File: src/rtl/alu_pkg.sv
// Shared opcode, FSM state and width definitions for the ALU arbiter.
package alu_pkg;

  localparam int unsigned W_DEFAULT = 8;

  localparam logic [3:0] OP_ADD  = 4'b0000;
  localparam logic [3:0] OP_SUB  = 4'b0001;
  localparam logic [3:0] OP_MUL  = 4'b0010;
  localparam logic [3:0] OP_DIV  = 4'b0011;
  localparam logic [3:0] OP_MOD  = 4'b0100;
  localparam logic [3:0] OP_SHL  = 4'b0101;
  localparam logic [3:0] OP_SHR  = 4'b0110;
  localparam logic [3:0] OP_ROL  = 4'b0111;
  localparam logic [3:0] OP_ROR  = 4'b1000;
  localparam logic [3:0] OP_AND  = 4'b1001;
  localparam logic [3:0] OP_OR   = 4'b1010;
  localparam logic [3:0] OP_XOR  = 4'b1011;
  localparam logic [3:0] OP_NOT  = 4'b1100;
  localparam logic [3:0] OP_NAND = 4'b1101;
  localparam logic [3:0] OP_NOR  = 4'b1110;
  localparam logic [3:0] OP_XNOR = 4'b1111;

  typedef enum logic [1:0] {
    StIdle = 2'd0,
    StExec = 2'd1,
    StResp = 2'd2
  } state_e;

endpackage

File: src/rtl/alu_arbiter_rr_arb2.sv
// Two-way round-robin grant; the requester other than `last` wins a tie.
module rr_arb2 (
  input  logic [1:0] req,
  input  logic       last,
  output logic [1:0] gnt
);

  always_comb begin
    gnt    = 2'b00;
    gnt[0] = req[0] & (~req[1] | last);
    gnt[1] = req[1] & (~req[0] | ~last);
  end

endmodule

File: src/rtl/alu_arbiter.sv
// Shares one combinational ALU between two requesters with round-robin arbitration.
// Optional divide-by-zero short-circuit: define ALU_ARB_DIV0_CHECK_EN.
module alu_arbiter
  import alu_pkg::*;
#(
  parameter int unsigned W = W_DEFAULT
) (
  input  logic           clk,
  input  logic           rst_n,
  input  logic [1:0]     req_valid,
  output logic [1:0]     req_ready,
  input  logic [2*W-1:0] req_a,
  input  logic [2*W-1:0] req_b,
  input  logic [7:0]     req_sel,
  output logic [1:0]     rsp_valid,
  input  logic [1:0]     rsp_ready,
  output logic [W-1:0]   rsp_result,
  output logic           rsp_carry,
  output logic           rsp_err,
  output logic [W-1:0]   alu_a,
  output logic [W-1:0]   alu_b,
  output logic [3:0]     alu_sel,
  input  logic [W-1:0]   alu_result,
  input  logic           alu_carry
);

  state_e         state_q, state_d;
  logic           last_q, last_d;
  logic [1:0]     owner_q, owner_d;
  logic [W-1:0]   alu_a_q, alu_a_d, alu_b_q, alu_b_d;
  logic [3:0]     alu_sel_q, alu_sel_d;
  logic [W-1:0]   result_q, result_d;
  logic           carry_q, carry_d;
  logic [1:0]     gnt;
  logic [W-1:0]   pick_a, pick_b;
  logic [3:0]     pick_sel;

  rr_arb2 u_arb (
    .req  (req_valid),
    .last (last_q),
    .gnt  (gnt)
  );

  assign pick_a   = gnt[1] ? req_a[W +: W]  : req_a[0 +: W];
  assign pick_b   = gnt[1] ? req_b[W +: W]  : req_b[0 +: W];
  assign pick_sel = gnt[1] ? req_sel[4 +: 4] : req_sel[0 +: 4];

`ifdef ALU_ARB_DIV0_CHECK_EN
  logic err_q, err_d;
  logic div0;
  assign div0    = (pick_sel == OP_DIV) && (pick_b == '0);
  assign rsp_err = err_q;
`else
  assign rsp_err = 1'b0;
`endif

  always_comb begin
    state_d   = state_q;
    last_d    = last_q;
    owner_d   = owner_q;
    alu_a_d   = alu_a_q;
    alu_b_d   = alu_b_q;
    alu_sel_d = alu_sel_q;
    result_d  = result_q;
    carry_d   = carry_q;
`ifdef ALU_ARB_DIV0_CHECK_EN
    err_d     = err_q;
`endif
    req_ready = 2'b00;
    rsp_valid = 2'b00;
    unique case (state_q)
      StIdle: begin
        if (|req_valid) begin
          req_ready = gnt;
          last_d    = gnt[1];
          owner_d   = gnt;
          alu_a_d   = pick_a;
          alu_b_d   = pick_b;
          alu_sel_d = pick_sel;
          state_d   = StExec;
`ifdef ALU_ARB_DIV0_CHECK_EN
          // Divide-by-zero never reaches the ALU result path.
          if (div0) begin
            result_d = '1;
            carry_d  = 1'b0;
            err_d    = 1'b1;
            state_d  = StResp;
          end
`endif
        end
      end
      StExec: begin
        result_d = alu_result;
        carry_d  = ((alu_sel_q == OP_ADD) || (alu_sel_q == OP_SUB)) ? alu_carry : 1'b0;
`ifdef ALU_ARB_DIV0_CHECK_EN
        err_d    = 1'b0;
`endif
        state_d  = StResp;
      end
      StResp: begin
        rsp_valid = owner_q;
        if (|(owner_q & rsp_ready)) state_d = StIdle;
      end
      default: state_d = StIdle;
    endcase
  end

  always_ff @(posedge clk) begin
    if (!rst_n) begin
      state_q   <= StIdle;
      last_q    <= 1'b1;
      owner_q   <= 2'b00;
      alu_a_q   <= '0;
      alu_b_q   <= '0;
      alu_sel_q <= '0;
      result_q  <= '0;
      carry_q   <= 1'b0;
`ifdef ALU_ARB_DIV0_CHECK_EN
      err_q     <= 1'b0;
`endif
    end else begin
      state_q   <= state_d;
      last_q    <= last_d;
      owner_q   <= owner_d;
      alu_a_q   <= alu_a_d;
      alu_b_q   <= alu_b_d;
      alu_sel_q <= alu_sel_d;
      result_q  <= result_d;
      carry_q   <= carry_d;
`ifdef ALU_ARB_DIV0_CHECK_EN
      err_q     <= err_d;
`endif
    end
  end

  assign alu_a      = alu_a_q;
  assign alu_b      = alu_b_q;
  assign alu_sel    = alu_sel_q;
  assign rsp_result = result_q;
  assign rsp_carry  = carry_q;

endmodule

File: config.mk
export PLATFORM = sky130hd
export DESIGN_NAME = alu_arbiter
export DESIGN_NICKNAME = d
export VERILOG_FILES = /design/src/rtl/alu_pkg.sv /design/src/rtl/alu_arbiter_rr_arb2.sv /design/src/rtl/alu_arbiter.sv
export SDC_FILE = /design/constraint.sdc
export NUM_CORES = 1
export LEC_CHECK = 0
export CORE_ASPECT_RATIO = 0.6
export CORE_MARGIN = 3
export CORE_UTILIZATION = 42
export CTS_BUF_LIST = sky130_fd_sc_hd__clkbuf_4 sky130_fd_sc_hd__clkbuf_8
export DETAILED_ROUTE_END_ITERATION = 7
export PLACE_DENSITY = 0.89
export SLEW_MARGIN = 5
export SYNTH_ARGS = -nofsm -noshare
export SYNTH_HDL_FRONTEND = slang
export SYNTH_SLANG_ARGS = --single-unit
export TNS_END_PERCENT = 1
File: constraint.sdc
create_clock -name clk -period 2.6 [get_ports clk]
set_input_delay 0.52 -clock clk [delete_from_list [all_inputs] [get_ports clk]]
set_output_delay 0.52 -clock clk [all_outputs]
set_load 0.01 [all_outputs]
# [Word-level counts from Yosys, hierarchy flattened]
# Index checks and enable logic that the tools add are counted.
[totals] ff_bits=34 input_bits=55 out_inout_bits=34 elab_cells=38
[op_classes] n_eq_ne=5 n_mux=10 bitwise=8 n_reduce_logical=7
[op_table] op="8-bit 2-to-1 mux" count=2
[op_table] op="2-bit 2-to-1 mux" count=5
[op_table] op="2-bit case mux with 3 select lines" count=1
[op_table] op="4-bit by 1-bit equality test with 1-bit output (second input constant)" count=1
[op_table] op="4-bit zero test" count=1
[op_table] op="4-bit 2-to-1 mux" count=1
[op_table] op="2-bit != test (second input constant)" count=2
[op_table] op="2-bit AND reduction" count=2
[op_table] op="2-bit OR reduction" count=2
[op_table] op="1-bit NOT" count=3
[op_table] op="1-bit bitwise AND" count=2
[op_table] op="2-bit bitwise AND" count=1
[op_table] op="2-bit by 1-bit equality test with 1-bit output (second input constant)" count=1
[op_table] op="2-bit equality test (second input constant)" count=1
[op_table] op="2-bit zero test" count=1
[op_table] op="1-bit OR" count=2
[op_table] op="1-bit logical OR" count=1
[op_table] op="1-bit 2-to-1 mux" count=1

# [Logic depth before layout (Yosys ltp)]
[depth] ltp_word=5 mapped_depth=4 mapped_depth_nobuf=3

# [Modules after synthesis]
# Synthesis repeated with hierarchy kept, for this count alone.
[unflattened] hier_cells=167 hier_area_um2=1557.7
[modules_own_cells] mod="alu_arbiter" instances=1 cells_each=164 area_per_inst_um2=1539.0 seq_area_each_um2=680.7
[modules_own_cells] mod="rr_arb2" instances=1 cells_each=3 area_per_inst_um2=18.8 seq_area_each_um2=0.0

# [Worst setup path after synthesis]
# Ideal clock, no wire load.
[synth_timing] path_kind="in2out" startpoint="in req_valid[1]" endpoint="out req_ready[1]" t_arrival_ps=1113 required_time_ps=2080 setup_slack_ps=967 path_stages=3 path_buffers=1 cell_sequence="a21boi_4 buf_8 and2_1"
[synth_between] elab_chain_len=3 elab_cells_between_ends=4 classes_between="mux: 2; bitwise: 1; reduce/logical: 1"
[synth_rtl] item="from (decl)" line="alu_arbiter.sv:10" source="input logic [1:0] req_valid,"
[synth_rtl] item="1-bit bitwise AND or 2-bit OR reduction (tied branches)" line="alu_arbiter_rr_arb2.sv:11, alu_arbiter.sv:73"
[synth_rtl] item="2-bit 2-to-1 mux (*)" line="alu_arbiter.sv:73" source="if (|req_valid) begin"
[synth_rtl] item="2-bit 2-to-1 mux (*)" line="alu_arbiter.sv:71" source="unique case (state_q)"
[synth_rtl] item="to (decl)" line="alu_arbiter.sv:11" source="output logic [1:0] req_ready,"
# Every way passes the cells marked *; elsewhere a longest branch is shown, timed or not.

# [Worst setup path in the final report]
[layout_timing] startpoint="in req_valid[0]" endpoint="out req_ready[1]"
[layout_between] elab_chain_len=5 elab_cells_between_ends=6 classes_between="mux: 2; bitwise: 3; reduce/logical: 1"
[layout_rtl] item="1-bit NOT" line="alu_arbiter_rr_arb2.sv:11" source="gnt[1] = req[1] & (~req[0] | ~last);"
[layout_rtl] item="1-bit OR" line="alu_arbiter_rr_arb2.sv:11"
[layout_rtl] item="1-bit bitwise AND" line="alu_arbiter_rr_arb2.sv:11"
[layout_rtl] item="2-bit 2-to-1 mux (*)" line="alu_arbiter.sv:73"
[layout_rtl] item="2-bit 2-to-1 mux (*)" line="alu_arbiter.sv:71"
# Marked as above.

==> results.py <==
metrics = {
    "sta": {
        "clock.fmax_mhz": 411.6,
        "worstMarginPinSlew_ps": 702.2,
        "tns_ps": 0,
        "finClkSkew_ps": 5.283,
        "slew_violations": 0,
        "finalHoldViolations": 0,
        "relSlewSlack": 0.5309,
        "setup_ws_ps": 170.2,
        "setup_viol": 0,
        "fin_crit_sh": 0.9345,
        "timing.hold.ws_ps": 466.2,
        "period_needed_ps": 2430,
        "rsz0062_at_grt": "no",
    },
    "yosys": {
        "yosys.cell_types.count": 29,
        "ys_seq_area_frac": 0.4324,
        "yosysWarningCount": 0,
        "netlist_area_sq_um": 1574,
        "syn_nets": 193,
        "synth_top_area_share": 0.4324,
        "syn_inst": 138,
        "synth_top_area_cell": "dfxtp_1",
        "avgSynthCellArea_sq_um": 11.41,
        "ys_seq_elements": 34,
        "synth.area.top_cells": "dfxtp_1 43%, o2bb2ai_2 17%, mux2i_1 13%, nand2_1 4.5%, a21boi_0 4.3%",
    },
    "pwr": {
        "total_power_w": 0.001405,
        "vdd_ir_drop_max_mv": 0.4319,
        "p_leak_nw": 0.9504,
        "power_density_nw_per_um2": 554.2,
    },
    "die": {
        "core_area_sq_um": 3423,
        "dieHeight_microns": 53.42,
        "start_util": 0.4598,
        "rows": 16,
        "die-area_sq_um": 4542,
        "io_pins": 89,
        "die_width_microns": 85.03,
    },
    "detailed_routing": {
        "drt_iter0_markers": 53,
        "num_vias": 1379,
        "avgRoutedWirePerCell_microns": 16.26,
        "drtAntennaViolNets": 0,
        "totalWireLength_mm": 4.424,
        "viasPerCell": 5.070,
        "drc": 0,
        "firstDrtPassIters": 4,
    },
    "global_routing": {
        "grt_pass1_wl_mm": 7.182,
        "overflow": 0,
        "grt_pass1_vias": 1455,
        "grt_max_degree": 22,
        "antenna_found_initial": 0,
        "gr-usage-all-layers": 0.2086,
    },
    "setup_path": {
        "path_class": "in2out",
        "cp-start-kind": "input pin",
        "r2r_cells": 3,
        "cp_data_required_time_ps": 2080,
        "setup.worst_path.end_class": "primary output",
        "cp_data_arrival_time_ps": 1910,
        "path_max_fanout": 2,
    },
    "layout": {
        "fin_util": 0.7405,
        "regArea_sq_um": 680.7,
        "syn_to_final_growth_pct": 61.05,
        "multi_input_area_sq_um": 792.0,
        "final_nets": 281,
        "drive_gt1_frac": 0.1366,
        "nFillCells": 248,
        "num_antenna_cells": 0,
    },
    "placement": {
        "place_congestion": 0.8060,
        "hpwlAfterDp_mm": 3.510,
        "port_buffers": 87,
        "pre_cts_ws_ps": -31.88,
    },
    "clocking": {
        "cts_tree": "yes",
        "clock_path_buffers": 2,
        "clk_pin_slew_worst_paths_ps": 70,
        "clk_latency_ps": 270,
        "clockRootBuffer": "clkbuf_8",
        "htreeDepth": 2,
        "cts_hold_buf": 0,
        "cts.sinks": 34,
        "cts_buffers": 5,
    },
    "outcome": {
        "outcome": "finished clean",
    },
    "job": {
        "max_cap_violations": 0,
    },
    "min_path": {
        "holdPathStages": 2,
        "holdCritPathClass": "reg2reg",
    },
}
metal layers:
metal,part of all wire,vias to the layer above,track usage
li1,-,676,-
met1,0.43,657,0.2495
met2,0.51,42,0.3647
met3,0.061,4,0.07309
met4,0.0066,0,0.04474
met5,0,-,0
cell type report:
| type | count | share of cell area |
|---|---|---|
| clock inverter | 1 | 0.001974 |
| multi-input combinational | 91 | 0.3124 |
| tap | 45 | 0.02221 |
| sequential | 34 | 0.2685 |
| timing repair buffer | 91 | 0.3549 |
| clock buffer | 7 | 0.03554 |
| inverter | 3 | 0.004442 |
where the power goes:
part	switching, W	internal (W)	total, W
sequential	0.0000429	0.000574	0.000617
clock	0.000185	0.000224	0.000409
combinational	0.000155	0.000224	0.000379
total	0.000383	0.00102	0.00140
cell usage in the layout (no fill, tap or decap):
| master | n |
|---|---|
| a2bb2oi_1 | 1 |
| nand3b_1 | 1 |
| o2bb2ai_2 | 18 |
| o21a_1 | 1 |
| dlygate4sd2_1 | 1 |
| inv_1 | 3 |
| clkbuf_8 | 6 |
| nor2_1 | 5 |
| nand2b_1 | 2 |
| nor2b_1 | 2 |
| a21boi_0 | 9 |
| o31a_1 | 1 |
| nor4b_1 | 1 |
| and2_1 | 1 |
| clkbuf_4 | 1 |
| dfxtp_1 | 34 |
| conb_1 | 1 |
| clkinv_2 | 1 |
| mux2i_1 | 20 |
| nand2_1 | 19 |
| buf_4 | 4 |
| o2bb2ai_1 | 2 |
| o211ai_1 | 1 |
| or3b_1 | 2 |
| a32o_1 | 1 |
| clkdlybuf4s50_1 | 86 |
| a221oi_1 | 1 |
| a21boi_4 | 1 |
| and2b_1 | 1 |
worst paths after layout:
kind	start	slack (ps)	to
setup / recovery	req_valid[0]	170	req_ready[1]
hold / removal	rsp_carry$_SDFFE_PN0N_	470	rsp_carry$_SDFFE_PN0N_
setup reg to reg	state_q[0]$_SDFFE_PN0P_	1160	rsp_result[3]$_SDFFE_PN0N_
hold reg to reg	rsp_carry$_SDFFE_PN0N_	470	rsp_carry$_SDFFE_PN0N_
state kept, by name, indices dropped and copies added, names as in the netlist:
signal      cells
alu_a           8
alu_b           8
alu_sel         4
last_q          1
owner_q         2
rsp_carry       1
rsp_result      8
state_q         2
worst max-delay path: stages:
cell,delay [ps]
clkdlybuf4s50_1,420
buf_4,160
a21boi_4,140
and2_1,130
clkdlybuf4s50_1,540
synth_stat cells (all sizes together):
library cell,number
dfxtp,34
mux2i,20
o2bb2ai,20
nand2,19
a21boi,10
buf,9
nor2,5
inv,3
nand2b,2
nor2b,2
or3b,2
a221oi,1
a2bb2oi,1
a32o,1
and2,1
and2b,1
clkbuf,1
conb,1
nand3b,1
nor4b,1
o211ai,1
o21a,1
o31a,1
repair_timing:
item / in CTS / in global routing
setup buffers: 0 / 0
resized for setup: 1 / 0
setup endpoints to repair: 1 / 0
per-stage QoR:
step           cell area [sq um]  cells
2_1_floorplan               1574    138
3_3_place_gp                2441    264
3_5_place_dp                2441    264
4_1_cts                     2535    272
5_1_grt                     2535    272
6_report                    2535    272
logic make-up (layout without fill, tap and decap cells):
| family | count (synthesis) | count (layout) | share of synthesized area |
|---|---|---|---|
| DFF | 34 | 34 | 0.4324 |
| other | 1 | 1 | 0.002382 |
| and+or+nand+nor | 34 | 34 | 0.1033 |
| muxes | 20 | 20 | 0.1272 |
| AOI/OAI and AO/OA | 36 | 36 | 0.2703 |
| buffers and inverters | 13 | 102 | 0.06438 |
Power figures use the tool's default switching activity.
